**src/rtl/iob_cache_be_arbiter.sv**
```systemverilog
// Two-master back-end arbiter: shares one native memory port between two cache back-ends.
// Define IOB_CACHE_BE_ARB_RR_EN for round-robin arbitration; otherwise master 0 has fixed priority.
module iob_cache_be_arbiter #(
  parameter int BE_ADDR_W = 24,
  parameter int BE_DATA_W = 32,
  parameter int LINE2BE_W = 2
) (
  input  logic                   clk_i,
  input  logic                   rst_i,

  input  logic                   m0_req,
  input  logic [BE_ADDR_W-1:0]   m0_addr,
  input  logic [BE_DATA_W-1:0]   m0_wdata,
  input  logic [BE_DATA_W/8-1:0] m0_wstrb,
  output logic [BE_DATA_W-1:0]   m0_rdata,
  output logic                   m0_ack,

  input  logic                   m1_req,
  input  logic [BE_ADDR_W-1:0]   m1_addr,
  input  logic [BE_DATA_W-1:0]   m1_wdata,
  input  logic [BE_DATA_W/8-1:0] m1_wstrb,
  output logic [BE_DATA_W-1:0]   m1_rdata,
  output logic                   m1_ack,

  output logic                   be_req,
  output logic [BE_ADDR_W-1:0]   be_addr,
  output logic [BE_DATA_W-1:0]   be_wdata,
  output logic [BE_DATA_W/8-1:0] be_wstrb,
  input  logic [BE_DATA_W-1:0]   be_rdata,
  input  logic                   be_ack
);

  localparam int STRB_W = BE_DATA_W / 8;
  localparam int CNT_W  = (LINE2BE_W > 0) ? LINE2BE_W : 1;

  localparam logic [0:0] IDLE = 1'b0;
  localparam logic [0:0] BUSY = 1'b1;

  // Counter value loaded for a line-fill read: the last beat is the one seen at zero.
  localparam logic [CNT_W-1:0] READ_LAST = CNT_W'((1 << LINE2BE_W) - 1);

  logic [0:0]       state_reg, state_next;
  logic             grant_reg, grant_next;
  logic [CNT_W-1:0] cnt_reg, cnt_next;

  logic             any_req;
  logic             winner;
  logic [STRB_W-1:0] winner_wstrb;
  logic             winner_is_read;
  logic             busy;
  logic             gnt_req;
  logic             beat;
  logic [1:0]       ack_vec;

  assign any_req = m0_req | m1_req;

`ifdef IOB_CACHE_BE_ARB_RR_EN
  logic last_reg, last_next;

  // On a tie the master that did not win last time is served.
  assign winner = (m0_req & m1_req) ? ~last_reg : ~m0_req;

  always_comb begin
    last_next = last_reg;
    if (state_reg == IDLE && any_req) begin
      last_next = winner;
    end
  end

  always_ff @(posedge clk_i) begin
    if (rst_i) begin
      last_reg <= 1'b1;
    end else begin
      last_reg <= last_next;
    end
  end
`else
  assign winner = ~m0_req;
`endif

  assign winner_wstrb   = winner ? m1_wstrb : m0_wstrb;
  assign winner_is_read = (winner_wstrb == '0);

  assign busy    = (state_reg == BUSY);
  assign gnt_req = grant_reg ? m1_req : m0_req;

  // be_req is gated by reset so a burst in flight is silenced immediately.
  assign be_req   = busy & gnt_req & ~rst_i;
  assign be_addr  = busy ? (grant_reg ? m1_addr  : m0_addr)  : '0;
  assign be_wdata = busy ? (grant_reg ? m1_wdata : m0_wdata) : '0;
  assign be_wstrb = busy ? (grant_reg ? m1_wstrb : m0_wstrb) : '0;

  // Acks arriving with be_req low are stray and never reach a master.
  assign beat = be_ack & be_req;

  genvar gi;
  generate
    for (gi = 0; gi < 2; gi++) begin : g_ack
      assign ack_vec[gi] = beat & (grant_reg == 1'(gi));
    end
  endgenerate

  assign m0_ack   = ack_vec[0];
  assign m1_ack   = ack_vec[1];
  assign m0_rdata = be_rdata;
  assign m1_rdata = be_rdata;

  always_comb begin
    state_next = state_reg;
    grant_next = grant_reg;
    cnt_next   = cnt_reg;
    case (state_reg)
      IDLE: begin
        if (any_req) begin
          state_next = BUSY;
          grant_next = winner;
          cnt_next   = winner_is_read ? READ_LAST : '0;
        end
      end
      default: begin
        // Grant is held until every beat is acked, even if the master drops req.
        if (beat) begin
          if (cnt_reg == '0) begin
            state_next = IDLE;
          end else begin
            cnt_next = cnt_reg - CNT_W'(1);
          end
        end
      end
    endcase
  end

  always_ff @(posedge clk_i) begin
    if (rst_i) begin
      state_reg <= IDLE;
      grant_reg <= 1'b0;
      cnt_reg   <= '0;
    end else begin
      state_reg <= state_next;
      grant_reg <= grant_next;
      cnt_reg   <= cnt_next;
    end
  end

endmodule

```
**config.mk**
```make
export PLATFORM = sky130hd
export DESIGN_NAME = iob_cache_be_arbiter
export DESIGN_NICKNAME = d
export VERILOG_FILES = /design/src/rtl/iob_cache_be_arbiter.sv
export SDC_FILE = /design/constraint.sdc
export NUM_CORES = 1
export LEC_CHECK = 0
export ABC_AREA = 1
export CORE_AREA = 2 2 111 113
export CTS_CLUSTER_SIZE = 10
export DETAILED_ROUTE_END_ITERATION = 6
export DIE_AREA = 0 0 113 115
export PLACE_DENSITY = 0.57
export SLEW_MARGIN = 20
export SYNTH_ARGS = -nofsm -noshare
export SYNTH_HDL_FRONTEND = slang
export SYNTH_SLANG_ARGS = --single-unit
```
**constraint.sdc**
```tcl
create_clock -name clk_i -period 1.34 [get_ports clk_i]
set_clock_uncertainty 0.1 [all_clocks]
set_input_delay 0.201 -clock clk_i [delete_from_list [all_inputs] [get_ports clk_i]]
set_output_delay 0.201 -clock clk_i [all_outputs]
set_load 0.01 [all_outputs]
```
==> metrics.md <==
| Metric | Value |
|---|---|
| Worst-path clk slew | `0.03 ns` |
| Synth Net Count | `472` |
| FF-to-FF Start | `busy$_SDFF_PP0_` |
| First-pass GRT wire length | `14.6 mm` |
| Fillers | `1195` |
| Buffers added on ports | `187` |
| Highest-count cells in the layout ignoring fill and taps | `122 x clkdlybuf4s50_1, 69 x nor2_1, 59 x buf_2` |
| Max Freq | `~570 MHz` |
| Synth top area cells | `buf_4 29%, nor2_1 29%, o21ai_0 18%` |
| Max reg flops | `2` |
| Total die area | `13000 um^2` |
| Overall power | `3120 uW` |
| VDD IR max | `0.000663 V` |
| Final worst path period share | `131%` |
| Mapped Area | `1670 um^2` |
| CP endpoint | `be_wdata[19]` |
| Worst EP arrival | `1.45 ns` |
| Cell repeated most along the worst path | `buf_6` |
| Routed WL per cell | `~17 um` |
| M2 GR Usage | `25.0%` |
| Leakage | `0.00213 uW` |
| Final Hold Violating Endpoints | `0` |
| RR Endpoint | `cnt_reg[1]$_SDFFE_PP0P_` |
| H-tree depth | `1` |
| Worst R2R Setup Slack | `-0.11 ns` |
| Via count | `2765` |
| Starting Density | `14.2%` |
| P_int | `~1900 uW` |
| Die width | `roughly 110 um` |
| Comb power frac | `80.0%` |
| Startpoint Class | `flop` |
| Initial antenna violation count | `1` |
| GRT overflow | `0` |
| WP data required | `about 1.0 ns` |
| Die height | `115 um` |
| Worst Slack Setup Final | `-0.414 ns` |
| DR iter-0 viols | `126` |
| Post-synthesis cell type count | `23` |
| Sw power | `roughly 1200 uW` |
| Worst-Margin Slew | `0.219 ns` |
| DR vias/cell | `~4.2` |
| PD cells | `about 630 nW/um^2` |
| Layout cells sized above 1 | `56.2%` |
| Post-route ant nets | `0` |
| Worst-path cell chain | `inv_8 > buf_6 > buf_12 > clkbuf_16 > buf_6 > nor2_4 > nor2_1 > buf_2` |
| Global Route Usage Sum | `14.4%` |
| Minimum clock period | `1.75 ns` |
| CTS sink count | `4` |
| Vias in the first global route | `2660` |
| Met1 Use GR | `17.7%` |
| Finish-stage setup viols | `67` |
| DPL Wire Length | `roughly 6.1 mm` |
| FF-to-FF path depth | `10` |
| Crit end category | `output port` |
| CTS buffer count | `3` |
| Synth top area share | `29.2%` |
| Max-cap viol count | `0` |
| Synth Area per Inst | `between 5 and 6 um^2` |
| Grt met3 use | `~3.2%` |
| Core box area | `11800 um^2` |
| Area growth syn-to-layout | `196%` |
| Commonest non-fill, non-tap cell in the layout | `clkdlybuf4s50_1` |
| CP peak stage delay | `around 0.38 ns` |
| Cell taking the most area after synthesis | `buf_4` |
| Outcome | `finished with violations` |
| I/O pins | `284` |
| Min-Delay Path Class | `in2reg` |
| Final nets | `just under 700` |
| Setup Crit Path Kind | `reg2out` |
| CTS root buf | `clkbuf_16` |
| Post-route DRC | `40` |
| Clk_lat worst skew | `0.23 ns` |
| Routed WL | `between 10 and 15 mm` |
| CP max stage cell | `dfxtp_4` |
| CTS tree | `done` |
| Sw Share | `37.6%` |
| Seq pwr share | `under 10%` |
| Slew Viols, Final | `0` |
| #FFs+latches synth | `4` |
| Critical path origin | `grant_reg$_SDFFE_PP0P_` |
| Syn Inst Count | `roughly 310` |
| Max Buffers Root-to-Sink | `2` |
| Yosys warning total | `0` |
| Setup TNS | `-19.59 ns` |
| Placer congestion estimate | `just under 0.8` |
| 1st-pass router iterations | `7` |
| Sequential element share of the synthesized area | `4.79%` |
| Rows | `40` |
| GRT busiest layer | `met2` |
| Rel. slew slack | `85.2%` |
| CP max FO | `5` |
| Clk network pwr share | `15.3%` |
| Failing checks | `DRC, setup timing` |
| Largest net degree at the start of global routing | `19` |
| Unrepaired setup endpoints after global routing | `yes` |
[layer usage]
layer	up-vias	share of wire, %	wire, um
li1	1334	-	-
met1	1285	40	4470
met2	122	50	5640
met3	24	7.4	832
met4	0	2.1	233
met5	-	0	0
[per-stage QoR]
stage	std cells	instance area [um^2]	hold WS (ns)	utilization [%]	setup slack [ns]
finish	662	4950	0.0898	41.9	-0.414
global route	661	4940	0.116	41.9	-0.482
CTS	635	4150	0.302	35.1	-0.446
detailed placement	582	3360	0.302	28.4	-0.794
global placement	582	3360	0.302	28.4	-0.785
floorplan	314	1670	0.170	-	0.00806
[Yosys cell counts, drive strengths merged]
master	number
nor2	131
buf	79
o21ai	61
nand2	12
inv	10
clkbuf	5
a21oi	4
dfxtp	4
nand3	2
nand4	2
ha	1
nand3b	1
nor3b	1
or2	1
[logic make-up (layout without fill, tap and decap cells)]
logic type	after synthesis	count (layout)	share of synthesized area, %
AOI/OAI and AO/OA	65	65	19.4
DFF	4	4	4.79
buffers and inverters	94	294	37.5
adders and majority gates	1	1	0.748
other	0	1	0
and+or+nand+nor	150	150	37.5
[how the worst min path moves through the flow]
stage / startpoint / endpoint / slack (ns) / cells after the start
after floorplan: rst_i / busy$_SDFF_PP0_ / 0.17 / 1
after global placement: be_rdata[29] / m1_rdata[29] / 0.30 / 0
after detailed placement: be_rdata[29] / m1_rdata[29] / 0.30 / 0
after CTS: be_rdata[29] / m1_rdata[29] / 0.30 / 0
after global routing: rst_i / busy$_SDFF_PP0_ / 0.12 / 2
final: rst_i / busy$_SDFF_PP0_ / 0.09 / 2
[cell type report]
type	instances	area, um^2	area share, %
repair buffers	281	2960	59.9
multi-input cells	216	1590	32.0
well taps	147	184	3.72
flip-flops and latches	4	87.6	1.77
clock buffers	3	75.1	1.52
inverters	10	50.0	1.01
diodes	1	2.50	0.0506
[timing repair]
| item | 4_1_cts | 5_1_grt |
|---|---|---|
| pin swaps | 16 | 72 |
| hold buffers | 0 | 0 |
| setup endpoints to repair | 66 | 67 |
| setup buffers | 39 | 26 |
| resized for setup | 390 | 165 |
| gates cloned | 12 | 6 |
[worst max-delay path: cells and delay by family (launching register included)]
family	cells	cell delay, ns
flip-flops	1	0.38
buffers and inverters	6	0.70
AND/OR/NAND/NOR	2	0.14
[power groups by stage]
stage          sequential (uW)  clock, uW  combinational (uW)
2_1_floorplan              141          0                 732
3_3_place_gp               155          0                1430
3_5_place_dp               155          0                1450
4_1_cts                    154        479                1980
5_1_grt                    149        485                2660
6_report                   147        476                2500
Note: power is estimated with default switching activity, not from simulation.
